==> src/rtl/light_pkg.sv <==
// Shared lamp codes, controller state encoding and lamp-field width for the multi-way light controller.
// Macro LIGHT_FLASH_EN adds the maintenance FLASH state.
package light_pkg;

   localparam int unsigned LAMP_W = 2;

   typedef enum logic [LAMP_W-1:0] {
      LAMP_RED    = 2'b00,
      LAMP_YELLOW = 2'b01,
      LAMP_GREEN  = 2'b10,
      LAMP_OFF    = 2'b11
   } lamp_e;

   typedef enum logic [1:0] {
      ST_GREEN,
      ST_YELLOW,
      ST_ALL_RED
`ifdef LIGHT_FLASH_EN
      ,
      ST_FLASH
`endif
   } ctrl_state_e;

endpackage

==> src/rtl/rr_phase_select.sv <==
// Combinational round-robin search: first requesting phase after the active one, with wrap.
// The active phase itself is never selected.
module rr_phase_select #(
   parameter int unsigned NUM_PHASES = 4,
   parameter int unsigned PH_W       = $clog2(NUM_PHASES)
) (
   input  logic [NUM_PHASES-1:0] req,
   input  logic [PH_W-1:0]       active_phase,
   output logic [PH_W-1:0]       next_phase,
   output logic                  found
);

   always_comb begin
      int unsigned idx;
      idx        = 0;
      next_phase = active_phase;
      found      = 1'b0;
      for (int unsigned k = 1; k < NUM_PHASES; k++) begin
         idx = (32'(active_phase) + k) % NUM_PHASES;
         if (!found && req[PH_W'(idx)]) begin
            found      = 1'b1;
            next_phase = PH_W'(idx);
         end
      end
   end

endmodule

==> src/rtl/multiway_light_ctrl.sv <==
// N-phase intersection controller: demand-driven round robin, min/max green, yellow and all-red clearance.
// Macro LIGHT_FLASH_EN adds the flash_req port and the FLASH state.
module multiway_light_ctrl
   import light_pkg::*;
#(
   parameter int unsigned NUM_PHASES = 4,
   parameter int unsigned CNT_W      = 8,
   parameter int unsigned GREEN_MIN  = 10,
   parameter int unsigned GREEN_MAX  = 40,
   parameter int unsigned YELLOW_T   = 3,
   parameter int unsigned ALLRED_T   = 2
`ifdef LIGHT_FLASH_EN
   ,
   parameter int unsigned FLASH_T    = 1
`endif
) (
   input  logic                           clk,
   input  logic                           rst_n,
   input  logic                           clk_en,
   input  logic [NUM_PHASES-1:0]          car,
`ifdef LIGHT_FLASH_EN
   input  logic                           flash_req,
`endif
   output logic [LAMP_W*NUM_PHASES-1:0]   lights,
   output logic [$clog2(NUM_PHASES)-1:0]  active_phase,
   output logic                           phase_change
);

   localparam int unsigned PH_W     = $clog2(NUM_PHASES);
   localparam int unsigned LIGHTS_W = LAMP_W * NUM_PHASES;

   localparam logic [CNT_W-1:0]    G_MIN_M1   = CNT_W'(GREEN_MIN - 1);
   localparam logic [CNT_W-1:0]    G_MAX_M1   = CNT_W'(GREEN_MAX - 1);
   localparam logic [CNT_W-1:0]    Y_M1       = CNT_W'(YELLOW_T - 1);
   localparam logic [CNT_W-1:0]    AR_M1      = CNT_W'(ALLRED_T - 1);
   localparam logic [CNT_W-1:0]    TIMER_MAX  = '1;
   localparam logic [LIGHTS_W-1:0] LIGHTS_RST = LIGHTS_W'(LAMP_GREEN);
`ifdef LIGHT_FLASH_EN
   localparam logic [CNT_W-1:0]    F_M1       = CNT_W'(FLASH_T - 1);
`endif

   ctrl_state_e           state_q, state_d;
   logic [PH_W-1:0]       active_q, active_d;
   logic [PH_W-1:0]       next_q, next_d;
   logic [CNT_W-1:0]      timer_q, timer_d;
   logic [NUM_PHASES-1:0] req_q, req_d;
   logic [LIGHTS_W-1:0]   lights_q, lights_d;
   logic                  phase_change_q, phase_change_d;
`ifdef LIGHT_FLASH_EN
   logic                  flash_off_q, flash_off_d;
   logic                  flash_toggle;
`endif

   logic [PH_W-1:0]       sel_phase;
   logic                  sel_found;

   rr_phase_select #(
      .NUM_PHASES (NUM_PHASES),
      .PH_W       (PH_W)
   ) u_rr_phase_select (
      .req          (req_q),
      .active_phase (active_q),
      .next_phase   (sel_phase),
      .found        (sel_found)
   );

   // State register and all registered outputs
   always_ff @(posedge clk) begin
      if (!rst_n) begin
         state_q        <= ST_GREEN;
         active_q       <= '0;
         next_q         <= '0;
         timer_q        <= '0;
         req_q          <= '0;
         lights_q       <= LIGHTS_RST;
         phase_change_q <= 1'b0;
`ifdef LIGHT_FLASH_EN
         flash_off_q    <= 1'b0;
`endif
      end else begin
         state_q        <= state_d;
         active_q       <= active_d;
         next_q         <= next_d;
         timer_q        <= timer_d;
         req_q          <= req_d;
         lights_q       <= lights_d;
         phase_change_q <= phase_change_d;
`ifdef LIGHT_FLASH_EN
         flash_off_q    <= flash_off_d;
`endif
      end
   end

   // Next-state, phase latch and change pulse
   always_comb begin
      state_d        = state_q;
      active_d       = active_q;
      next_d         = next_q;
      phase_change_d = 1'b0;
`ifdef LIGHT_FLASH_EN
      flash_off_d    = flash_off_q;
      flash_toggle   = 1'b0;
`endif

      case (state_q)
         ST_GREEN: begin
            if (clk_en && (timer_q >= G_MIN_M1) && sel_found &&
                (!car[active_q] || (timer_q >= G_MAX_M1))) begin
               state_d = ST_YELLOW;
               next_d  = sel_phase;
            end
         end
         ST_YELLOW: begin
            if (clk_en && (timer_q == Y_M1)) state_d = ST_ALL_RED;
         end
         ST_ALL_RED: begin
            if (clk_en && (timer_q == AR_M1)) begin
               state_d        = ST_GREEN;
               active_d       = next_q;
               phase_change_d = 1'b1;
            end
         end
`ifdef LIGHT_FLASH_EN
         ST_FLASH: begin
            if (clk_en && !flash_req) begin
               state_d = ST_ALL_RED;
               next_d  = '0;
            end else if (clk_en && (timer_q == F_M1)) begin
               flash_off_d  = ~flash_off_q;
               flash_toggle = 1'b1;
            end
         end
`endif
         default: state_d = ST_GREEN;
      endcase

`ifdef LIGHT_FLASH_EN
      // Flash request overrides everything, independent of the tick
      if (flash_req && (state_q != ST_FLASH)) begin
         state_d        = ST_FLASH;
         active_d       = active_q;
         next_d         = next_q;
         phase_change_d = 1'b0;
         flash_off_d    = 1'b0;
      end
`endif
   end

   // Tick timer, cleared on each state change (and on each flash half-period)
   always_comb begin
      timer_d = timer_q;
      if (state_d != state_q) begin
         timer_d = '0;
`ifdef LIGHT_FLASH_EN
      end else if (flash_toggle) begin
         timer_d = '0;
`endif
      end else if (clk_en && (timer_q != TIMER_MAX)) begin
         timer_d = timer_q + CNT_W'(1);
      end
   end

   // Request latch; clearing on green entry wins over a same-cycle set
   always_comb begin
      req_d = req_q;
      for (int unsigned i = 0; i < NUM_PHASES; i++) begin
         if (car[i] && !((state_q == ST_GREEN) && (active_q == PH_W'(i)))) req_d[i] = 1'b1;
      end
      if ((state_d == ST_GREEN) && (state_q != ST_GREEN)) req_d[active_d] = 1'b0;
   end

   // Lamp codes derived from the upcoming state so they move with it
   always_comb begin
      lights_d = '0;
      for (int unsigned i = 0; i < NUM_PHASES; i++) begin
         lights_d[i*LAMP_W +: LAMP_W] = LAMP_RED;
         if (active_d == PH_W'(i)) begin
            if (state_d == ST_GREEN)  lights_d[i*LAMP_W +: LAMP_W] = LAMP_GREEN;
            if (state_d == ST_YELLOW) lights_d[i*LAMP_W +: LAMP_W] = LAMP_YELLOW;
         end
`ifdef LIGHT_FLASH_EN
         if (state_d == ST_FLASH)
            lights_d[i*LAMP_W +: LAMP_W] = flash_off_d ? LAMP_OFF : LAMP_YELLOW;
`endif
      end
   end

   assign lights       = lights_q;
   assign active_phase = active_q;
   assign phase_change = phase_change_q;

endmodule

==> config.mk <==
export PLATFORM = sky130hd
export DESIGN_NAME = multiway_light_ctrl
export DESIGN_NICKNAME = d
export VERILOG_FILES = /design/src/rtl/light_pkg.sv /design/src/rtl/rr_phase_select.sv /design/src/rtl/multiway_light_ctrl.sv
export SDC_FILE = /design/constraint.sdc
export NUM_CORES = 1
export LEC_CHECK = 0
export CORE_MARGIN = 2
export CORE_UTILIZATION = 55
export DETAILED_ROUTE_END_ITERATION = 16
export PLACE_DENSITY = 0.83
export SETUP_SLACK_MARGIN = 0.15
export SLEW_MARGIN = 20
export SYNTH_ARGS = -nofsm -noshare
export SYNTH_HDL_FRONTEND = slang
export SYNTH_SLANG_ARGS = --single-unit
==> constraint.sdc <==
create_clock -name clk -period 4.9 [get_ports clk]
set_input_delay 0.98 -clock clk [delete_from_list [all_inputs] [get_ports clk]]
set_output_delay 0.98 -clock clk [all_outputs]
set_load 0.05 [all_outputs]
==> qor.yml <==
synth:
  synth.top_cells.by_area: "dfxtp_1, ha_1, nor2_1"
  synth-edff-count: 0
  netlist.area_leader.share_pct: 33.2
  synth_largest_area_cell: "dfxtp_1"
  ys.flop_type: "dfxtp_1"
  synth_common_cells: "dfxtp_1, nor2_1, nand2_1"
  syn-instance-count: 175
  yosysMostFrequentCell: "dfxtp_1"
  seq_area_frac_synth_pct: 33.2
  syn_nets: 190
  syn_area_per_cell_sq_um: 9.31
  synth-async-reset-ratio_pct: 0
  synth_area_sq_um: 1630
  yosysUniqueCellTypes: 51
  synth_seq_cells: 27
  yosysWarningCount: 0
final_layout:
  drive_gt1_share_pct: 10.4
  syn2layout_area_growth_pct: 12.8
  finalNetCount: 208
  layout.area.seq_sq_um: 541
  diodes: 0
  nFillCells: 210
  multiInputGateArea_sq_um: 1010
route:
  num_vias: 1383
  firstDrtPassIters: 4
  viasPerCell: 6.20
  drt-initial-drc-count: 68
  wl_per_cell_um: 15.2
  detail-route-antenna-nets: 0
  drt_wl_total_um: 3400
  drc: 0
worst_setup_path:
  cp-end-kind: "output port"
  arrival_ns: 2.01
  path_max_fanout: 16
  cp_num_cells: 1
  r2r_slack_ns: 2.12
  cp_slowest_cell: "clkdlybuf4s50_1"
  r2r_cells: 7
  cpPeakStageDelay_ns: 0.92
  timing.setup.critical_path_class: "register to output port"
  start_kind: "register"
  crit_family: "buffers and inverters"
  required_ns: 3.92
  crit_buf_inv: 1
  crit_chain: "clkdlybuf4s50_1"
worst_hold_path:
  hp-class: "register to register"
  holdPathStages: 2
placement:
  dp_hpwl_um: 2590
  gp_congestion: 0.909
  port_buffers: 17
power:
  p_per_area_nw_per_um2: 201
  vdd_drop_max_v: 0.000171
  p_leak_uw: 0.000671
  finalPower_uw: 369
global_routing:
  grt_overflow: 0
  grt_use_total_pct: 21.7
  grt_pass1_wl_um: 5710
  antenna_found_initial: 0
  grt_max_degree: 17
  grt_pass1_vias: 1280
cts:
  cts_tree: "yes"
  cts_buffer_depth: 2
  hold_buffers: 0
  ctsResizeCount: 0
  insertion_delay_ns: 0.33
  clock-sinks: 27
  numCtsBuffers: 3
  cts.clk_slew.worst_paths_ns: 0.15
  postCtsSetupBuffers: 0
  cts_root_buf: "clkbuf_4"
  htreeDepth: 1
sta:
  rsz0062_at_grt: "no"
  fin_skew_ns: 0.00746
  max_freq_mhz: 334
  tightest_slew_ns: 0.733
  tns_ns: 0
  hold_viol: 0
  slew_violations: 0
  post-route-min-period_ns: 2.99
  setup_viol: 0
  slew_headroom_pct: 50.7
  min_period_over_period_pct: 61.1
run_status:
  status: "finished, final reports clean"
floorplanning:
  die_w_um: 58.4
  num_rows: 19
  core_area_sq_um: 2780
  die_y_um: 58.4
  initial_core_util_pct: 58.6
  ios: 18
  die_area_sq_um: 3410
run:
  drv_cap: 0
==> registers in the layout (all words and copies together), names as in the netlist <==
register,cells
next_q,2
timer_q,8
req_q,4
state_q,2
active_phase,2
lights,8
phase_change,1
==> cell type report <==
class / count / area share [%]
Clock buffer: 3 / 1.23
Clock inverter: 1 / 0.272
Inverter: 13 / 2.65
Multi-Input combinational cell: 131 / 55.1
Sequential cell: 27 / 29.4
Tap cell: 31 / 2.11
Timing Repair Buffer: 17 / 9.26
==> metrics by stage <==
step | cell area [sq um] | worst slack, ns | std cells | hold WS, ns | util [%]
after detailed placement | 1810 | 1.94 | 219 | 0.575 | 65.1
after CTS | 1840 | 1.90 | 223 | 0.593 | 66.1
final | 1840 | 1.91 | 223 | 0.588 | 66.1
after floorplan | 1630 | 2.22 | 175 | 0.502 | -
after global placement | 1810 | 2.03 | 219 | 0.548 | 65.1
after global routing | 1840 | 1.79 | 223 | 0.611 | 66.1
==> kinds of logic (layout without fill, tap and decap cells) <==
kind of cell / Yosys count / in the layout / synth area share (%)
simple gates: 71 / 71 / 26.0
compound gates: 35 / 35 / 16.6
flops: 27 / 27 / 33.2
buf+inv: 17 / 34 / 4.68
mux: 9 / 9 / 9.14
fa+ha+maj: 8 / 8 / 6.14
xor+xnor: 8 / 8 / 4.30
==> cells in the final DEF, fill, tap and decap left out, types with 2 or more instances in the layout <==
cell	count
dfxtp_1	27
nor2_1	23
clkdlybuf4s50_1	17
nand2_1	13
inv_1	12
xnor2_1	8
ha_1	8
a21oi_1	6
and3_1	5
nand3_1	5
mux2i_1	4
a211oi_1	4
o21ai_0	4
a21boi_0	4
nand2b_1	3
o31ai_1	3
nor3_1	3
clkbuf_4	3
nor3b_2	2
mux4_2	2
or3b_2	2
a2bb2oi_1	2
mux4_1	2
o21a_1	2
a221oi_1	2
o22ai_1	2
==> tightest hold or removal path: stages, from the launching register on <==
cell and delay (ns):
dfxtp_1 0.37, mux2i_1 0.14, nor2_1 0.05
==> report_power, final <==
| part | leakage (uW) | total, uW | internal [uW] | switching, uW |
|---|---|---|---|---|
| logic | 0.000434 | 43.0 | 20.8 | 22.2 |
| clock network | 0.0000177 | 97.6 | 30.7 | 66.9 |
| registers | 0.000219 | 229 | 223 | 5.42 |
| total | 0.000671 | 369 | 275 | 94.5 |
==> path summary, 6_finish.rpt <==
path	startpoint	end
min reg2reg	timer_q[1]$_SDFFE_PP0P_	timer_q[1]$_SDFFE_PP0P_
min	timer_q[1]$_SDFFE_PP0P_	timer_q[1]$_SDFFE_PP0P_
max reg2reg	active_phase[0]$_SDFF_PN0_	req_q[0]$_SDFF_PN0_
max	active_phase[0]$_SDFF_PN0_	active_phase[0]
==> routing by layer <==
layer	vias to the layer above	GRT usage (%)	wire length, um
li1	661	-	-
met5	-	0	0
met3	11	3.30	174
met2	53	35.6	1610
met1	658	29.1	1540
met4	0	7.64	76
Power figures use the tool's default switching activity.
